--- config.mk ---
export PLATFORM = sky130hd
export DESIGN_NAME = input_buffer_flat
export DESIGN_NICKNAME = d
export VERILOG_FILES = /design/src/rtl/input_buffer_if.sv /design/src/rtl/input_buffer.sv /design/src/flat_wrapper.sv
export SDC_FILE = /design/constraint.sdc
export NUM_CORES = 1
export LEC_CHECK = 0
export BUFFER_PORTS_ARGS = -buffer_cell sky130_fd_sc_hd__buf_4
export CAP_MARGIN = 20
export CORE_UTILIZATION = 25
export CTS_BUF_LIST = sky130_fd_sc_hd__clkbuf_8
export CTS_CLUSTER_DIAMETER = 80
export DETAILED_ROUTE_END_ITERATION = 7
export GPL_TIMING_DRIVEN = 0
export PLACE_DENSITY = 0.53
export SKIP_CTS_REPAIR_TIMING = 1
export SLEW_MARGIN = 5
export SYNTH_ARGS = -nofsm -noshare
export SYNTH_HDL_FRONTEND = slang
export SYNTH_SLANG_ARGS = --single-unit
--- constraint.sdc ---
create_clock -name clk -period 2.3 [get_ports clk]
set_input_delay 0.115 -clock clk [delete_from_list [all_inputs] [get_ports clk]]
set_output_delay 0.115 -clock clk [all_outputs]
set_load 0.03 [all_outputs]
--- src/rtl/input_buffer_if.sv ---
// Flit push/pop bundle between the upstream output controller, the input
// buffer and the routing/crossbar stage.
interface input_buffer_if #(
  parameter int DATA_WIDTH = 32,
  parameter int DEPTH      = 4
);
  localparam int CNT_W = $clog2(DEPTH) + 1;

  logic                  write;
  logic [DATA_WIDTH-1:0] data_in;
  logic                  full;
  logic                  empty;
  logic                  read;
  logic [DATA_WIDTH-1:0] data_out;
  logic [CNT_W-1:0]      count;
  logic                  pkt_active;
  logic                  overflow;
  logic                  underflow;
  logic                  protocol_err;

  modport master (
    output write, data_in, read,
    input  full, empty, data_out, count, pkt_active,
           overflow, underflow, protocol_err
  );

  modport slave (
    input  write, data_in, read,
    output full, empty, data_out, count, pkt_active,
           overflow, underflow, protocol_err
  );
endinterface

--- src/rtl/input_buffer.sv ---
// Per-port first-word-fall-through flit FIFO with read-side packet framing
// tracking and sticky overflow/underflow/framing error flags.
module input_buffer #(
  parameter int DATA_WIDTH = 32,
  parameter int DEPTH      = 4
) (
  input logic           clk,
  input logic           rst_n,
  input_buffer_if.slave bus
);
  localparam int PTR_W = $clog2(DEPTH);
  localparam int CNT_W = PTR_W + 1;

  typedef enum logic {IDLE = 1'b0, IN_PKT = 1'b1} state_t;

  localparam logic [1:0] FT_SINGLE = 2'b00;
  localparam logic [1:0] FT_HEAD   = 2'b01;
  localparam logic [1:0] FT_BODY   = 2'b10;
  localparam logic [1:0] FT_TAIL   = 2'b11;

  logic [DATA_WIDTH-1:0] mem [DEPTH];
  logic [PTR_W-1:0]      wr_ptr;
  logic [PTR_W-1:0]      rd_ptr;
  logic [CNT_W-1:0]      cnt;
  state_t                state;
  logic                  ovf;
  logic                  udf;
  logic                  perr;

  logic                  full_i;
  logic                  empty_i;
  logic                  push;
  logic                  pop;
  logic [1:0]            pop_type;

  assign full_i   = (cnt == CNT_W'(DEPTH));
  assign empty_i  = (cnt == '0);
  // A full FIFO drops the write even when a pop happens in the same cycle.
  assign push     = bus.write && !full_i;
  assign pop      = bus.read && !empty_i;
  assign pop_type = mem[rd_ptr][DATA_WIDTH-1 -: 2];

  always_ff @(posedge clk) begin
    if (push) mem[wr_ptr] <= bus.data_in;
  end

  always_ff @(posedge clk or negedge rst_n) begin
    if (!rst_n) begin
      wr_ptr <= '0;
      rd_ptr <= '0;
      cnt    <= '0;
      ovf    <= 1'b0;
      udf    <= 1'b0;
    end else begin
      if (push) wr_ptr <= wr_ptr + 1'b1;
      if (pop)  rd_ptr <= rd_ptr + 1'b1;
      case ({push, pop})
        2'b10:   cnt <= cnt + 1'b1;
        2'b01:   cnt <= cnt - 1'b1;
        default: cnt <= cnt;
      endcase
      if (bus.write && full_i) ovf <= 1'b1;
      if (bus.read && empty_i) udf <= 1'b1;
    end
  end

  // Framing tracker advances only on accepted pops.
  always_ff @(posedge clk or negedge rst_n) begin
    if (!rst_n) begin
      state <= IDLE;
      perr  <= 1'b0;
    end else if (pop) begin
      case (state)
        IDLE: begin
          case (pop_type)
            FT_HEAD:   state <= IN_PKT;
            FT_SINGLE: state <= IDLE;
            default: begin
              state <= IDLE;
              perr  <= 1'b1;
            end
          endcase
        end
        IN_PKT: begin
          case (pop_type)
            FT_BODY: state <= IN_PKT;
            FT_TAIL: state <= IDLE;
            FT_HEAD: begin
              state <= IN_PKT;
              perr  <= 1'b1;
            end
            default: begin
              state <= IDLE;
              perr  <= 1'b1;
            end
          endcase
        end
        default: state <= IDLE;
      endcase
    end
  end

  assign bus.full         = full_i;
  assign bus.empty        = empty_i;
  assign bus.count        = cnt;
  assign bus.data_out     = empty_i ? '0 : mem[rd_ptr];
  assign bus.pkt_active   = (state == IN_PKT);
  assign bus.overflow     = ovf;
  assign bus.underflow    = udf;
  assign bus.protocol_err = perr;
endmodule

--- src/flat_wrapper.sv ---
// flat-port wrapper written by rule: the top's interface ports become plain ports
module input_buffer_flat 
#(
  parameter int DATA_WIDTH = 32,
  parameter int DEPTH      = 4
)
  (clk, rst_n, bus_write, bus_data_in, bus_read, bus_full, bus_empty, bus_data_out, bus_count, bus_pkt_active, bus_overflow, bus_underflow, bus_protocol_err);
  input_buffer_if #(.DATA_WIDTH(DATA_WIDTH), .DEPTH(DEPTH)) bus_i ();
  input logic clk;
  input logic rst_n;
  input wire logic [$bits(bus_i.write)-1:0] bus_write;
  input wire logic [$bits(bus_i.data_in)-1:0] bus_data_in;
  input wire logic [$bits(bus_i.read)-1:0] bus_read;
  output wire logic [$bits(bus_i.full)-1:0] bus_full;
  output wire logic [$bits(bus_i.empty)-1:0] bus_empty;
  output wire logic [$bits(bus_i.data_out)-1:0] bus_data_out;
  output wire logic [$bits(bus_i.count)-1:0] bus_count;
  output wire logic [$bits(bus_i.pkt_active)-1:0] bus_pkt_active;
  output wire logic [$bits(bus_i.overflow)-1:0] bus_overflow;
  output wire logic [$bits(bus_i.underflow)-1:0] bus_underflow;
  output wire logic [$bits(bus_i.protocol_err)-1:0] bus_protocol_err;
  assign bus_i.write = bus_write;
  assign bus_i.data_in = bus_data_in;
  assign bus_i.read = bus_read;
  assign bus_full = bus_i.full;
  assign bus_empty = bus_i.empty;
  assign bus_data_out = bus_i.data_out;
  assign bus_count = bus_i.count;
  assign bus_pkt_active = bus_i.pkt_active;
  assign bus_overflow = bus_i.overflow;
  assign bus_underflow = bus_i.underflow;
  assign bus_protocol_err = bus_i.protocol_err;
  input_buffer #(.DATA_WIDTH(DATA_WIDTH), .DEPTH(DEPTH)) u_core (.clk(clk), .rst_n(rst_n), .bus(bus_i));
endmodule
==> flow_summary.ini <==
[synthesis]
yosys_warnings = 0
async_flop_share_pct = 7.914
ys_top_cells_by_area = edfxtp_1 70%, mux4_2 11%, dfrtp_1 5.0%, and2_1 3.9%, ha_1 2.0%
synth_top_area_cell = edfxtp_1
synthesis.nets = 308
synth-edff-count = 128
ys_ff_latch = 139
syn_area_per_cell_um2 = 21.07
synth_top_area_share_pct = 69.63
synth_top_cells_by_count = 128 x edfxtp_1, 34 x and2_1, 28 x mux4_2
synth.distinct_cells = 28
synth_most_common_cell = edfxtp_1
ys.flop_type = edfxtp_1
yosysSeqAreaShare_pct = 74.61
syn_inst = 262
syn-cell-area_um2 = 5520

[timing]
hold_viol_final = 0
maxSlewViolCount = 0
worst_slew_pin_slew_ps = 567.3
period_share_pct = 92.28
setup-violations-final = 0
rsz0062_at_grt = no
slew_headroom_pct = 62.18
fin_crit_ps = 2122
clock_skew_ps = 12.36
fmax_mhz = 471.2

[placed_design]
placed_cells = 617
io_buffer_count = 76
hpwlAfterDp_mm = 7.241
placement.cell_area_um2 = 6541
gp_congestion = 0.6519

[clocking]
cts_buffer_depth = 2
cts_root_buf = clkbuf_8
cts_htree_levels = 4
cts_num_sinks = 139
cts_tree = yes
clk_pin_slew_worst_paths_ps = 80
cts_buffers = 17
clk_latency_ps = 430

[global_route]
grt_pass1_vias = 2884
grt_pass1_wl_mm = 16.53
antenna_found_initial = 0
track_usage_pct = 10.48
overflow = 0
grt_max_degree = 19

[die]
initial_core_util_pct = 25.85
die_w_um = 150.6
die_h_um = 150.6
ios = 77
num_rows = 53
coreArea_um2 = 21350
die_area_um2 = 22680

[worst_setup_path]
required_ps = 2180
r2r_start = u_core.bus.count[0]
reg2regPathDepth = 10
start_kind = flip-flop
cp_max_fo = 10
crit_type = reg -> out
critical_path_arrival_ps = 2010
worstSetupEndpointType = output pin
r2r_slack_ps = 190
timing.rr.end = u_core.bus.count[2]

[flow_run]
cap_violations = 0

[detailed_routing]
via_count = 2789
drtIter0Drc = 145
routed_wirelength_mm = 10.92
drc = 0
dr.pass1.iters = 4
vias_per_cell = 4.083
antenna_left = 0
post_drt_wl_per_cell_um = 15.99

[finish]
drive_gt1_share_pct = 38.48
fin_nets = 442
final_area_um2 = 7284
fin_cells = 683
area_growth_pct = 31.96
antenna_cells = 0

[pwr]
powerDensity_nw_per_um2 = 1348
p_total_uw = 9822
peakVddDrop_uv = 500.0
p_leak_uw = 0.002604

[run_status]
status = completed

[min_path]
hold_path.class = in -> async
## power breakdown
group          switching (uW)  leakage, uW  internal (uW)
combinational            2480      0.00113           1940
sequential                162      0.00129           3350
clock                     929     0.000182            958
## how the worst max path moves through the flow
stage / from / slack [ps] / to / cells after the start
floorplan: u_core.bus.count[2] / 60 / u_core.bus.count[2] / 9
global placement: u_core.bus.count[2] / -530 / u_core.mem[3][14] / 3
detailed placement: u_core.bus.count[0] / 160 / u_core.bus.count[2] / 10
CTS: u_core.bus.count[0] / -30 / bus_data_out[27] / 5
global route: u_core.bus.count[0] / 1 / bus_data_out[21] / 5
finish: u_core.bus.count[0] / 180 / bus_data_out[0] / 5
## flip-flops by register name, indices dropped and copies added, names as in the netlist
signal	cells
u_core.bus.underflow	1
u_core.mem	128
u_core.bus.protocol_err	1
u_core.wr_ptr	2
u_core.bus.overflow	1
u_core.bus.count	3
u_core.bus.pkt_active	1
u_core.rd_ptr	2
## through the flow
| stage | hold slack [ps] | setup WS [ps] | utilization (%) | TNS [ps] |
|---|---|---|---|---|
| floorplan | -180.6 | 58.04 | - | 0 |
| global placement | -39.79 | -532.2 | 30.17 | -66150 |
| detailed placement | -41.05 | 157.7 | 30.63 | 0 |
| CTS | -531.4 | -34.38 | 32.42 | -263.6 |
| global route | 43.48 | 1.163 | 34.11 | 0 |
| finish | 44.94 | 177.6 | 34.11 | 0 |
## cell usage in the layout (no fill, tap or decap), drive strengths merged, types with 2 or more instances in the layout
cell         Yosys  routed
inv             11      13
edfxtp         128     128
a31oi            2       2
bufinv           0       2
mux4            32      32
nor2             4       4
ha               9       9
xnor2            4       4
xor2             2       2
clkinv           0       6
clkinvlp         0       4
and2            34      34
dlygate4sd3      0      35
a21o             2       2
dfrtp           11      11
buf              8      87
clkbuf           4      22
## critical path: stages, from the launching register on
cell      delay [ps]
dfrtp_1          460
or3_1            360
buf_2            180
clkbuf_2         210
and2_1           200
buf_4            170
## area by class of cell
cell class	count	area, um2
buffer	12	117.6
clock buffer	17	234.0
clock inverter	14	147.6
fill	2067	14070
inverter	11	41.29
multi-input combinational	100	1265
sequential	139	4119
tap	275	344.1
timing repair buffer	115	1016
## cells by family (layout without fill, tap and decap cells)
group / Yosys count / after routing / synth area share [%]
XOR/XNOR: 6 / 6 / 0.9519
adder cells (fa/ha/maj): 10 / 10 / 2.403
buffers and inverters: 23 / 169 / 2.674
AO/OA/AOI/OAI: 6 / 6 / 0.7251
AND/OR/NAND/NOR: 44 / 44 / 4.918
flip-flops: 139 / 139 / 74.61
multiplexers: 34 / 34 / 13.71
## routing by layer
layer	up-vias	GRT usage (%)	part of all wire, %
li1	1295	-	-
met1	1427	12.58	44
met2	59	17.35	51
met3	8	3.606	4.5
met4	0	3.900	1.0
met5	-	0	0
Note: power is estimated with default switching activity, not from simulation.
